[src/rtl/pwm_multi_ch.sv]
`timescale 1ns/1ps
// pwm_multi_ch
//   Multi-channel PWM generator. All channels share one free-running period
//   counter. A new period/duty set is offered over a valid/ready handshake.
//   It is held in a shadow register and committed only at a period boundary,
//   or on the next clock while stopped, so the outputs never glitch.
//
// Optional build macro: PWM_CENTER_ALIGN_EN
//   When defined, the mode_i port and centre-aligned (up/down) counting are
//   added. When undefined, only edge mode is built.
//
// Ports
//   clk_i         system clock
//   reset_ni      asynchronous active-low reset
//   enable_ni     active-low run enable (1 = stopped, counter held at 0)
//   period_i      period P offered with the set (edge cycle = P+1 clocks)
//   duty_i        packed duties, channel k at [k*CNT_W +: CNT_W]
//   mode_i        (PWM_CENTER_ALIGN_EN only) 1 = centre-aligned
//   cfg_valid_i   new set offered
//   cfg_ready_o   shadow register free (registered, equals !pending)
//   pwm_o         registered PWM outputs
//   period_end_o  one-clock pulse for the last cycle of each period
module pwm_multi_ch #(
  parameter int unsigned NUM_CH = 3,
  parameter int unsigned CNT_W  = 12
) (
  input  logic                    clk_i,
  input  logic                    reset_ni,
  input  logic                    enable_ni,
  input  logic [CNT_W-1:0]        period_i,
  input  logic [NUM_CH*CNT_W-1:0] duty_i,
  input  logic                    cfg_valid_i,
`ifdef PWM_CENTER_ALIGN_EN
  input  logic                    mode_i,
`endif
  output logic                    cfg_ready_o,
  output logic [NUM_CH-1:0]       pwm_o,
  output logic                    period_end_o
);

  localparam logic [CNT_W-1:0] ONE = CNT_W'(1);

  logic [CNT_W-1:0]        cnt;
  logic [CNT_W-1:0]        cnt_next;
  logic [CNT_W-1:0]        period_act;
  logic [CNT_W-1:0]        period_shd;
  logic [NUM_CH*CNT_W-1:0] duty_act;
  logic [NUM_CH*CNT_W-1:0] duty_shd;
  logic                    pending;
  logic                    running;
  logic                    boundary;
  logic                    handshake;
  logic                    commit;
  logic [NUM_CH-1:0]       pwm_next;

`ifdef PWM_CENTER_ALIGN_EN
  typedef enum logic {DIR_UP, DIR_DOWN} dir_e;
  dir_e dir;
  dir_e dir_next;
  logic mode_act;
  logic mode_shd;
`endif

  assign running   = !enable_ni;
  // cfg_ready_o mirrors !pending, so a handshake can never coincide with a
  // commit; the two branches below are mutually exclusive.
  assign handshake = cfg_valid_i && cfg_ready_o;
  assign commit    = pending && (!running || boundary);

  // Next count and boundary detection (boundary = next count is 0).
`ifdef PWM_CENTER_ALIGN_EN
  always_comb begin
    boundary = 1'b0;
    cnt_next = cnt + ONE;
    dir_next = dir;
    if (!mode_act || period_act == '0) begin
      dir_next = DIR_UP;
      if (cnt == period_act) begin
        boundary = 1'b1;
        cnt_next = '0;
      end
    end else if (dir == DIR_UP) begin
      if (cnt == period_act) begin
        // With P==1 the top is also the last cycle before 0.
        if (period_act == ONE) begin
          boundary = 1'b1;
          cnt_next = '0;
        end else begin
          dir_next = DIR_DOWN;
          cnt_next = cnt - ONE;
        end
      end
    end else begin
      if (cnt <= ONE) begin
        boundary = 1'b1;
        cnt_next = '0;
        dir_next = DIR_UP;
      end else begin
        cnt_next = cnt - ONE;
      end
    end
  end
`else
  always_comb begin
    boundary = (cnt == period_act);
    cnt_next = boundary ? '0 : cnt + ONE;
  end
`endif

  // Unsigned compare at full width: duty 0 -> never high, duty > P -> always.
  always_comb begin
    pwm_next = '0;
    for (int unsigned k = 0; k < NUM_CH; k++) begin
      pwm_next[k] = (cnt < duty_act[k*CNT_W +: CNT_W]);
    end
  end

  always_ff @(posedge clk_i or negedge reset_ni) begin
    if (!reset_ni) begin
      cnt          <= '0;
      period_act   <= '1;
      duty_act     <= '0;
      period_shd   <= '0;
      duty_shd     <= '0;
      pending      <= 1'b0;
      cfg_ready_o  <= 1'b1;
      pwm_o        <= '0;
      period_end_o <= 1'b0;
`ifdef PWM_CENTER_ALIGN_EN
      dir          <= DIR_UP;
      mode_act     <= 1'b0;
      mode_shd     <= 1'b0;
`endif
    end else begin
      if (handshake) begin
        period_shd  <= period_i;
        duty_shd    <= duty_i;
`ifdef PWM_CENTER_ALIGN_EN
        mode_shd    <= mode_i;
`endif
        pending     <= 1'b1;
        cfg_ready_o <= 1'b0;
      end else if (commit) begin
        period_act  <= period_shd;
        duty_act    <= duty_shd;
`ifdef PWM_CENTER_ALIGN_EN
        mode_act    <= mode_shd;
`endif
        pending     <= 1'b0;
        cfg_ready_o <= 1'b1;
      end

      if (running) begin
        // A running commit only happens at a boundary, where cnt_next is
        // already 0 and the direction has returned to up.
        cnt          <= cnt_next;
        pwm_o        <= pwm_next;
        period_end_o <= boundary;
`ifdef PWM_CENTER_ALIGN_EN
        dir          <= dir_next;
`endif
      end else begin
        cnt          <= '0;
        pwm_o        <= '0;
        period_end_o <= 1'b0;
`ifdef PWM_CENTER_ALIGN_EN
        dir          <= DIR_UP;
`endif
      end
    end
  end

endmodule

[config.mk]
export PLATFORM = sky130hd
export DESIGN_NAME = pwm_multi_ch
export DESIGN_NICKNAME = d
export VERILOG_FILES = /design/src/rtl/pwm_multi_ch.sv
export SDC_FILE = /design/constraint.sdc
export NUM_CORES = 1
export LEC_CHECK = 0
export CAP_MARGIN = 20
export CORE_UTILIZATION = 50
export DETAILED_ROUTE_END_ITERATION = 10
export GPL_TIMING_DRIVEN = 0
export PLACE_DENSITY = 0.72
export SYNTH_ARGS = -nofsm -noshare
export SYNTH_HDL_FRONTEND = slang
export SYNTH_SLANG_ARGS = --single-unit
[constraint.sdc]
create_clock -name clk_i -period 2.66 [get_ports clk_i]
set_clock_uncertainty 0.15 [all_clocks]
set_input_delay 0.665 -clock clk_i [delete_from_list [all_inputs] [get_ports clk_i]]
set_output_delay 0.665 -clock clk_i [all_outputs]
set_load 0.01 [all_outputs]
Yosys cells after proc, flatten, opt, wreduce, memory -nomap -nowiden
Cells that the tools add are included.

word-level totals
  logic and storage cells = 28
  register bits after elaboration = 114

operators by class
  equal/unequal tests = 1
  muxes and demuxes = 8
  add/sub/neg operators = 1
  reductions and logical operators = 5
  bitwise operators = 1
  magnitude comparators = 3

operators by type and width
  cell                                           count
  less-than comparator 12 bit                    3
  two-way mux 12 bit                             2
  adder 12 x 1 -> 12 bit, second input constant  1
  equality test 12 bit                           1
  two-way mux 1 bit                              5
  two-way mux 3 bit                              1
  logical AND 1 bit                              2
  AND reduction 2 bit                            1
  nonzero test 2 bit                             1
  logical OR 1 bit                               1
  NOT 1 bit                                      1

Logic depth before layout (Yosys ltp)
  word-level depth = 5
  gate-level depth with buffers = 7
  depth with buffers taken out = 6

Worst setup path after synthesis
OpenSTA, ideal clock, no wires.

  path kind = register to register
  start = register period_act[0]
  end = register duty_act[10]
  period minus slack after synthesis = 2.163 ns
  setup time = 0.125 ns
  path slack = 0.497 ns
  data required time = 2.385 ns
  stages on the path, launching flop included = 8
  arrival time = 1.888 ns
  cells stage by stage = dfstp_2 xnor2_1 nand4_1 o31ai_4 nand3_1 buf_4 buf_6 mux2_4

between the ends
  cells in the longest elaborated chain, start to end = 4

ends and longest elaborated chain
  item                           RTL line  text
  start, declared                45        logic [CNT_W-1:0] period_act;
  start signal, assigned         144       period_act <= period_shd;
  equality test 12 bit           105       boundary = (cnt == period_act);
  logical OR 1 bit               68        assign commit = pending && (!running || boundary);
  logical AND 1 bit              68
  AND reduction 2 bit (no line)  n/a
  end signal, assigned           145       duty_act <= duty_shd;
  end, declared                  47        logic [NUM_CH*CNT_W-1:0] duty_act;

Every way passes these cells.
A chain may end at the register's enable or synchronous reset.

Worst setup path after layout
  start = register cnt[4]
  end = register duty_act[14]

between the ends
  cells in the longest elaborated chain, start to end = 4

ends and longest elaborated chain
  item                           RTL line  text
  start, declared                43        logic [CNT_W-1:0] cnt;
  start signal, assigned         156       cnt <= cnt_next;
  equality test 12 bit           105
  logical OR 1 bit               68
  logical AND 1 bit              68
  AND reduction 2 bit (no line)  n/a

Every way passes these cells.

==> metrics.yaml <==
pwr:
  power.internal_mw: 3.59
  power_density_nw_per_um2: 651
  power_leakage_nw: 3.29
  switchingPower_mw: 0.800
  power.clock.fraction_pct: 57.7
  comb_power_share_pct: 2.7
  p_total_mw: 4.39
  p_seq_share_pct: 39.6
  ir_drop_v: 0.000393
  switching_share_pct: 18.2
route:
  drc: 0
  wire_per_inst_um: 15.5
  vias: 3206
  routed_wl_mm: 9.63
  first_pass_iters: 4
  dr.first_iter.drc_count: 105
  via_per_inst: 5.15
  postRouteAntennaNets: 0
clocking:
  clock_path_buffers: 2
  cts_resized: 0
  cts.htree.levels: 4
  path_clk_slew_ns: 0.06
  post-cts-setup-buffers: 0
  cts_buffers: 17
  cts_tree: "done"
  clk_latency_ns: 0.51
  holdBufCountCts: 0
  cts_root_buf: "clkbuf_8"
  clock-sinks: 114
synthesis:
  synth-seq-area-share_pct: 53.9
  synth_nets: 484
  synth_mux_area_share_pct: 21.7
  synth-simple-area-share_pct: 4.56
  yosysWarnings: 0
  yosys_register_bits: 114
  synth_top_family_by_area: "multiplexers"
  yosysTopAreaCell: "dfrtp_1"
  synth_xor_area_share_pct: 3.62
  synth_fa_ha_area_share_pct: 8.00
  syn_inst: 398
  synth_compound_area_share_pct: 4.42
  yosysTopAreaCellShare_pct: 47.5
  avgSynthCellArea_um2: 13.4
  ys_top_cells_by_area: "dfrtp_1, mux2_2, ha_1"
  synth_edf_count: 0
  syn_area_um2: 5320
  netlist-cell-type-count: 33
  async_reset_ff_share_pct: 100
  synth_ff_type: "dfrtp_1"
floorplanning:
  ioPinCount: 57
  core-area_um2: 10300
  row_count: 37
  start_util_pct: 51.5
  die_area_um2: 11100
  chipHeight_um: 105
  die_width_um: 105
sta:
  rsz0062_at_grt: "false"
  worst_slack_ns: 0.155
  setup_viol: 0
  tightest_slew_ns: 0.713
  hold_viol: 0
  maxSlewViolCount: 0
  min_period_ns: 2.51
  clock.fmax_ghz: 0.399
  max_slew_margin_pct: 52.5
  min_period_over_period_pct: 94.2
  whs_ns: 0.0584
setup_path:
  path_max_fanout: 10
  worstSetupStartpoint: "cnt[4]"
  critical_path_required_ns: 2.90
  crit_type: "reg2reg"
  crit_path_end_kind: "flop"
  r2r_cells: 7
  cp_cell_sequence: "xnor2_1 -> nand4_1 -> o31ai_4 -> nand3_1 -> buf_4 -> buf_6 -> mux2_4"
  critPathMaxStageDelay_ns: 0.59
  crit_family: "flip-flops"
  r2r_slack_ns: 0.15
  worst-path-buf-inv: 2
  crit_path_top_delay_cell: "dfrtp_1"
  worst_setup_path_start_kind: "flop"
  reg2reg_from: "cnt[4]"
  r2r_end: "duty_act[14]"
  arrival_ns: 2.75
place:
  port_buffers: 56
  hpwl_mm: 6.77
  place_ws_ns: -0.377
  place.gp.congestion: 0.755
global_route:
  antenna_found_initial: 0
  grt-ovfl-total: 0
  grt_max_degree: 59
  grt_usage_pct: 20.4
  grtUsageMet3_pct: 6.05
  grt_busiest_layer: "met2"
  grt_util_met1_pct: 25.0
  grt_pass1_wl_mm: 16.9
  grt_use_met2_pct: 33.3
  grt_pass1_vias: 3422
worst_hold_path:
  min-delay-path-class: "in2async"
flow_run:
  cap_violations: 0
layout:
  areaGrowthSynthToFinish_pct: 26.7
  antenna_cells: 0
  nets: 560
  post-route-util_pct: 65.3
  layout-drive-gt1-share_pct: 30.4
run_status:
  status: "finished, final reports clean"
[synth_stat cells (4+ instances only)]
cell type and count:
dfstp_2 13, ha_1 34, buf_1 5, nand4_1 4
and3_1 4, o21ai_0 7, dfrtp_1 101, mux2_4 20
xor2_1 7, nand2_1 13, xnor2_1 15, nor2_1 16
a21oi_1 8, mux2_2 76, inv_1 36
[through the flow]
stage          instances  instance area [µm²]  TNS, ns
2_1_floorplan        398                 5320        0
3_3_place_gp         590                 6050  -361.41
3_5_place_dp         591                 6070    -4.24
4_1_cts              623                 6740        0
5_1_grt              623                 6740        0
6_report             623                 6740        0
[cell type report]
class / instances / area [µm²]
Inverter: 36 / 135
Multi-Input combinational cell: 237 / 2250
Buffer: 11 / 62.6
Clock buffer: 21 / 459
Fill cell: 785 / 3580
Clock inverter: 11 / 205
Timing Repair Buffer: 57 / 586
Tap cell: 136 / 170
Sequential cell: 114 / 2870
[cell usage in the layout, fill, tap and decap left out, types with 2 or more instances in the layout]
master           count
clkbuf_1             2
clkdlybuf4s50_1     55
o21ai_0              7
buf_4                2
nand3_1              2
buf_1                5
buf_2                2
ha_1                34
o21bai_1             3
inv_1               36
dfstp_2             13
nand2b_1             3
clkbuf_8             4
and3_1               4
a21oi_1              8
or3_1                3
nor2_1              16
a21o_1               3
bufinv_16            6
xor2_1               7
a2111oi_0            3
buf_6                2
a211o_1              3
mux2_4              20
xnor2_1             15
clkbuf_16           16
clkinv_2             5
dfrtp_1            101
nand4_1              4
nand2_1             13
nor3_1               3
a211oi_1             3
mux2_2              76
a31oi_1              3
[how the worst max path moves through the flow]
stage                         endpoint  slack, ns  cells after the start
after floorplan           duty_act[10]       0.50                      7
after global placement    duty_shd[34]      -3.29                      1
after detailed placement  duty_shd[33]      -0.38                      5
after CTS                 duty_act[14]       0.12                      7
after global routing      duty_shd[29]      0.008                      5
final                     duty_act[14]       0.15                      7
[layer usage]
| metal | part of all wire [%] | wire length, µm | up-vias |
|---|---|---|---|
| li1 | - | - | 1545 |
| met1 | 45 | 4290 | 1588 |
| met2 | 50 | 4780 | 59 |
| met3 | 3.7 | 360 | 14 |
| met4 | 2.0 | 194 | 0 |
| met5 | 0 | 0 | - |
[sequential cells by signal (all words and copies together), names as in the netlist]
name,count
period_end_o,1
duty_act,36
pending,1
cnt,12
pwm_o,3
period_act,12
period_shd,12
cfg_ready_o,1
duty_shd,36
[power groups by stage]
stage | logic [mW] | registers (mW) | clock network [mW]
2_1_floorplan | 0.00513 | 1.77 | 0
3_3_place_gp | 0.115 | 1.77 | 0
3_5_place_dp | 0.122 | 1.77 | 0
4_1_cts | 0.123 | 1.74 | 2.57
5_1_grt | 0.132 | 1.74 | 2.67
6_report | 0.119 | 1.74 | 2.53
[cell families after synthesis]
family          count (synthesis)
mux                            96
compound gates                 34
buf+inv                        47
xor+xnor                       22
fa+ha+maj                      34
flops                         114
simple gates                   51
Note: power is estimated with default switching activity, not from simulation.
==> RTL change 1: new RTL, config.mk and constraints unchanged <==
Register the inputs `period_i`, `duty_i` and `cfg_valid_i` before use, without a reset. The logic sees them one clock later. The other inputs are not delayed to match. Comments in the files are not updated.
--- a/src/rtl/pwm_multi_ch.sv
+++ b/src/rtl/pwm_multi_ch.sv
@@ -40,6 +40,16 @@
 
   localparam logic [CNT_W-1:0] ONE = CNT_W'(1);
 
+  logic [CNT_W-1:0] period_q;
+  logic [NUM_CH*CNT_W-1:0] duty_q;
+  logic cfg_valid_q;
+
+  always_ff @(posedge clk_i) begin
+    period_q    <= period_i;
+    duty_q      <= duty_i;
+    cfg_valid_q <= cfg_valid_i;
+  end
+
   logic [CNT_W-1:0]        cnt;
   logic [CNT_W-1:0]        cnt_next;
   logic [CNT_W-1:0]        period_act;
@@ -64,7 +74,7 @@
   assign running   = !enable_ni;
   // cfg_ready_o mirrors !pending, so a handshake can never coincide with a
   // commit; the two branches below are mutually exclusive.
-  assign handshake = cfg_valid_i && cfg_ready_o;
+  assign handshake = cfg_valid_q && cfg_ready_o;
   assign commit    = pending && (!running || boundary);
 
   // Next count and boundary detection (boundary = next count is 0).
@@ -133,8 +143,8 @@
 `endif
     end else begin
       if (handshake) begin
-        period_shd  <= period_i;
-        duty_shd    <= duty_i;
+        period_shd  <= period_q;
+        duty_shd    <= duty_q;
 `ifdef PWM_CENTER_ALIGN_EN
         mode_shd    <= mode_i;
 `endif
Function: changed (Yosys sat finds a counterexample within 4 cycles, from zero or initial values and one cycle with reset_ni low).
==> RTL change 1 against the original RTL <==
Wire length increased by 10%; worst setup slack worse by 0.0099 ns; area after synthesis is 18% higher; sequential cell count is 49 higher; critical endpoint is now duty_act[34]; critical path depth unchanged; design area up 15%.
Power is not compared: it rests on default switching activity, and its combinational part moved more than twofold at a synthesized area within 25%.
==> RTL change 1: results (changes against the original RTL) <==
status: "finished, final reports clean"
nNetsFinal: 609  # +8.8%
reg2reg_from: "cnt[10]"
slew_headroom_pct: 57.7  # +5.2 points
clk_latency_ns: 0.42  # -0.09 ns
dr.pass1.iters: 4  # unchanged
synthTopCellsByCount: "dfrtp_1, mux2_2, dfxtp_1"
clkTransAtPathRegs_ns: 0.06  # about the same
ant_nets: 0  # unchanged
hp-class: "in -> async"
largest_registers: "duty_act x36, duty_q x36, duty_shd x36"
rrSetupSlack_ns: 0.14
endpoint: "duty_act[34]"
grt_max_degree: 78  # +32%
async_reset_ff_share_pct: 69.9  # -30 points
grt_pass1_wl_um: 18000  # +6.6%
syn_inst: 447  # +12%
dp_hpwl_um: 7150  # +5.7%
hold_slack_ns: 0.0582  # -0.000226 ns
synthMuxAreaShare_pct: 18.4  # -3.4 points
vdd.ir_drop.worst_mv: 0.584
synth-seq-area-share_pct: 61.1  # +7.2 points
synth.distinct_cells: 34  # +3.0%
drt_iter0_drc: 143  # +36%
post_dp_cell_area_sq_mm: 0.00710  # +17%
via_count: 3489  # +8.8%
wl_um: 10600  # +10%
seq_cell_power_uw: 3830
reg2regPathDepth: 7  # unchanged
finalNonFillerCells: 704  # +13%
synthXorXnorAreaFrac_pct: 3.06  # -0.56 points
synth_nets: 533  # +10%
place.gp.congestion: 0.770  # +2.0%
dp_cells: 672  # +14%
yosys-top-cells-area: "dfrtp_1, dfxtp_1, mux2_2"
post-route-period-util_pct: 94.6  # +0.37 points
synth_fa_ha_area_share_pct: 6.75  # -1.2 points
grt_use_total_pct: 18.7  # -1.7 points
grt_pass1_vias: 3676  # +7.4%
cts_root_buf: "clkbuf_16"
comb_cell_power_uw: 1940
synth_warnings: 0  # unchanged
ys.flop_type: "dfrtp_1"
dp_worst_setup_slack_ns: -0.0815  # +0.295 ns
numCtsBuffers: 17  # unchanged
drive_gt1_share_pct: 27.6  # -2.8 points
arrival_ns: 2.67  # -0.08 ns
synth_compound_area_share_pct: 3.73  # -0.69 points
## RTL change 1: layout make-up
| cell class | instances | area [sq um] |
|---|---|---|
| timing repair buffer | 57 | 586 |
| multi-input combinational | 237 | 2260 |
| clock buffer | 20 | 447 |
| inverter | 36 | 135 |
| fill | 922 | 4440 |
| clock inverter | 12 | 171 |
| buffer | 11 | 62.6 |
| tap | 168 | 210 |
| sequential | 163 | 3850 |
## RTL change 1: what timing repair did
action | 4_1_cts | 5_1_grt
setup endpoints to repair | 0 | 5
gates resized for setup | 0 | 1
setup buffers | 0 | 0
## RTL change 1: routing by layer
layer / share of wire [%] / vias up / global-route usage [%]
li1: - / 1691 / -
met4: 1.7 / 0 / 7.88
met1: 47 / 1733 / 23.0
met5: 0 / - / 0
met2: 48 / 52 / 30.9
met3: 3.4 / 13 / 5.40
==> RTL change 2: new RTL, config.mk and constraints unchanged <==
Without the edit above. `CNT_W`: 12 -> 24.
--- a/src/rtl/pwm_multi_ch.sv
+++ b/src/rtl/pwm_multi_ch.sv
@@ -22,7 +22,7 @@
 //   period_end_o  one-clock pulse for the last cycle of each period
 module pwm_multi_ch #(
   parameter int unsigned NUM_CH = 3,
-  parameter int unsigned CNT_W  = 12
+  parameter int unsigned CNT_W  = 24
 ) (
   input  logic                    clk_i,
   input  logic                    reset_ni,
Interface: changed (resized duty_i and period_i); port bits go from 57 to 105. No check against the original RTL was run, so the function may have changed too.
==> RTL change 2 against the original RTL <==
The run now ends with design-rule violations left; power up 65%; area after synthesis increased to 2.5 times the old value; largest power group unchanged; wire length increased to 4.0 times the old value; clock power is 42% higher; worst setup slack worse by 0.095 ns; sequential cell count increased by 108; sequential share of layout area shrank 7.3 points; design area rose by 140%; utilization fell by 4.8 points; largest cell class is now multi-input gates; final cell count rose to 3.0 times the old value.
==> RTL change 2: results (changes against the original RTL) <==
io_buffers: 103  # +84%
dr.pass1.iters: 8  # +4
dp_worst_setup_slack_ns: -1.23  # -0.850 ns
violations: "design-rule violations"
numCtsBuffers: 26  # +9
critPathSlowestCell: "dfrtp_1"
route.detailed.drc: 7  # +7
nNetsFinal: 1675  # +200%
largest_registers: "duty_act x72, duty_shd x72"
status: "finished with violations"
grt_pass1_vias: 11444  # +230%
grt_pass1_wl_um: 62400  # +270%
vdd.ir_drop.worst_mv: 0.451  # +15%
htree_num_levels: 1  # -3
drive_gt1_share_pct: 17.6  # -13 points
synth_nets: 1540  # +220%
antenna_found_initial: 0  # unchanged
clk_latency_ns: 0.53  # +0.02 ns
fillers: 2220  # +180%
grt_max_degree: 115  # +95%
synth-seq-area-share_pct: 41.7  # -12 points
slew_headroom_pct: 41.8  # -11 points
synthTopCellsByCount: "nand2_1, dfrtp_1, nor2_1"
synth_fa_ha_area_share_pct: 6.53  # -1.5 points
p_leak_uw: 0.00710  # +120%
slowest_delay_ns: 0.73  # +0.14 ns
dp_hpwl_um: 26200  # +290%
synthXorXnorAreaFrac_pct: 3.00  # -0.62 points
via_count: 11658  # +260%
arrival_ns: 2.84  # +0.09 ns
synthMuxAreaShare_pct: 8.06  # -14 points
wl_um: 38700  # +300%
cp_max_fo: 7  # -3
grt_use_total_pct: 28.3  # +7.9 points
clockBufferDepth: 3  # +1
crit_start: "cnt[3]"
RTL change 2: worst paths after layout:
path                                endpoint  slack (ns)  cells after the start
worst max-delay path                pwm_o[2]        0.06                      6
worst min-delay path             duty_shd[7]        0.02                      1
worst max register to register      pwm_o[2]        0.06                      6
worst min register to register  duty_act[57]        0.36                      2
max in group asynchronous       duty_act[26]        1.31                      2
min in group clk_i              duty_act[57]        0.36                      2
RTL change 2: stage by stage:
step | instance area (sq um) | power (uW) | instances
after floorplan | 13400 | 3480 | 1370
after global placement | 14900 | 3730 | 1808
after detailed placement | 14900 | 3730 | 1809
after CTS | 15800 | 7300 | 1857
after global routing | 15800 | 7450 | 1860
final | 15800 | 7250 | 1860
RTL change 2: area by class of cell:
cell class | instances | area, sq um | share of cell area [%]
flip-flops and latches | 222 | 5600 | 35.3
inverters | 77 | 289 | 1.82
multi-input cells | 962 | 7070 | 44.6
clock buffers | 42 | 802 | 5.06
clock inverters | 6 | 58.8 | 0.371
well taps | 335 | 419 | 2.65
repair buffers | 108 | 1090 | 6.90
plain buffers | 108 | 515 | 3.25
RTL change 2: cells by family after synthesis:
family	Yosys count
flops	222
buf+inv	186
xor+xnor	46
simple gates	495
mux	96
fa+ha+maj	70
compound gates	255
RTL change 2: timing repair:
| action | in CTS | in global routing |
|---|---|---|
| buffers inserted | 1 | 3 |
| pin swaps | 0 | 2 |
| resized for setup | 17 | 29 |
| setup endpoints to repair | 141 | 120 |
| hold buffers | 0 | 0 |
RTL change 2: layer usage:
layer  routed length [um]  GRT usage [%]  up-vias
met2                17700           44.6      546
met4                 1340           10.6        0
li1                     -              -     5281
met3                 3150           4.48       95
met1                16500           39.3     5736
met5                    0              0        -
RTL change 2: report_power, final:
part	switching [uW]	internal, uW	total (uW)
registers	0.260	3380	3380
logic	146	143	288
clock network	1430	2150	3580
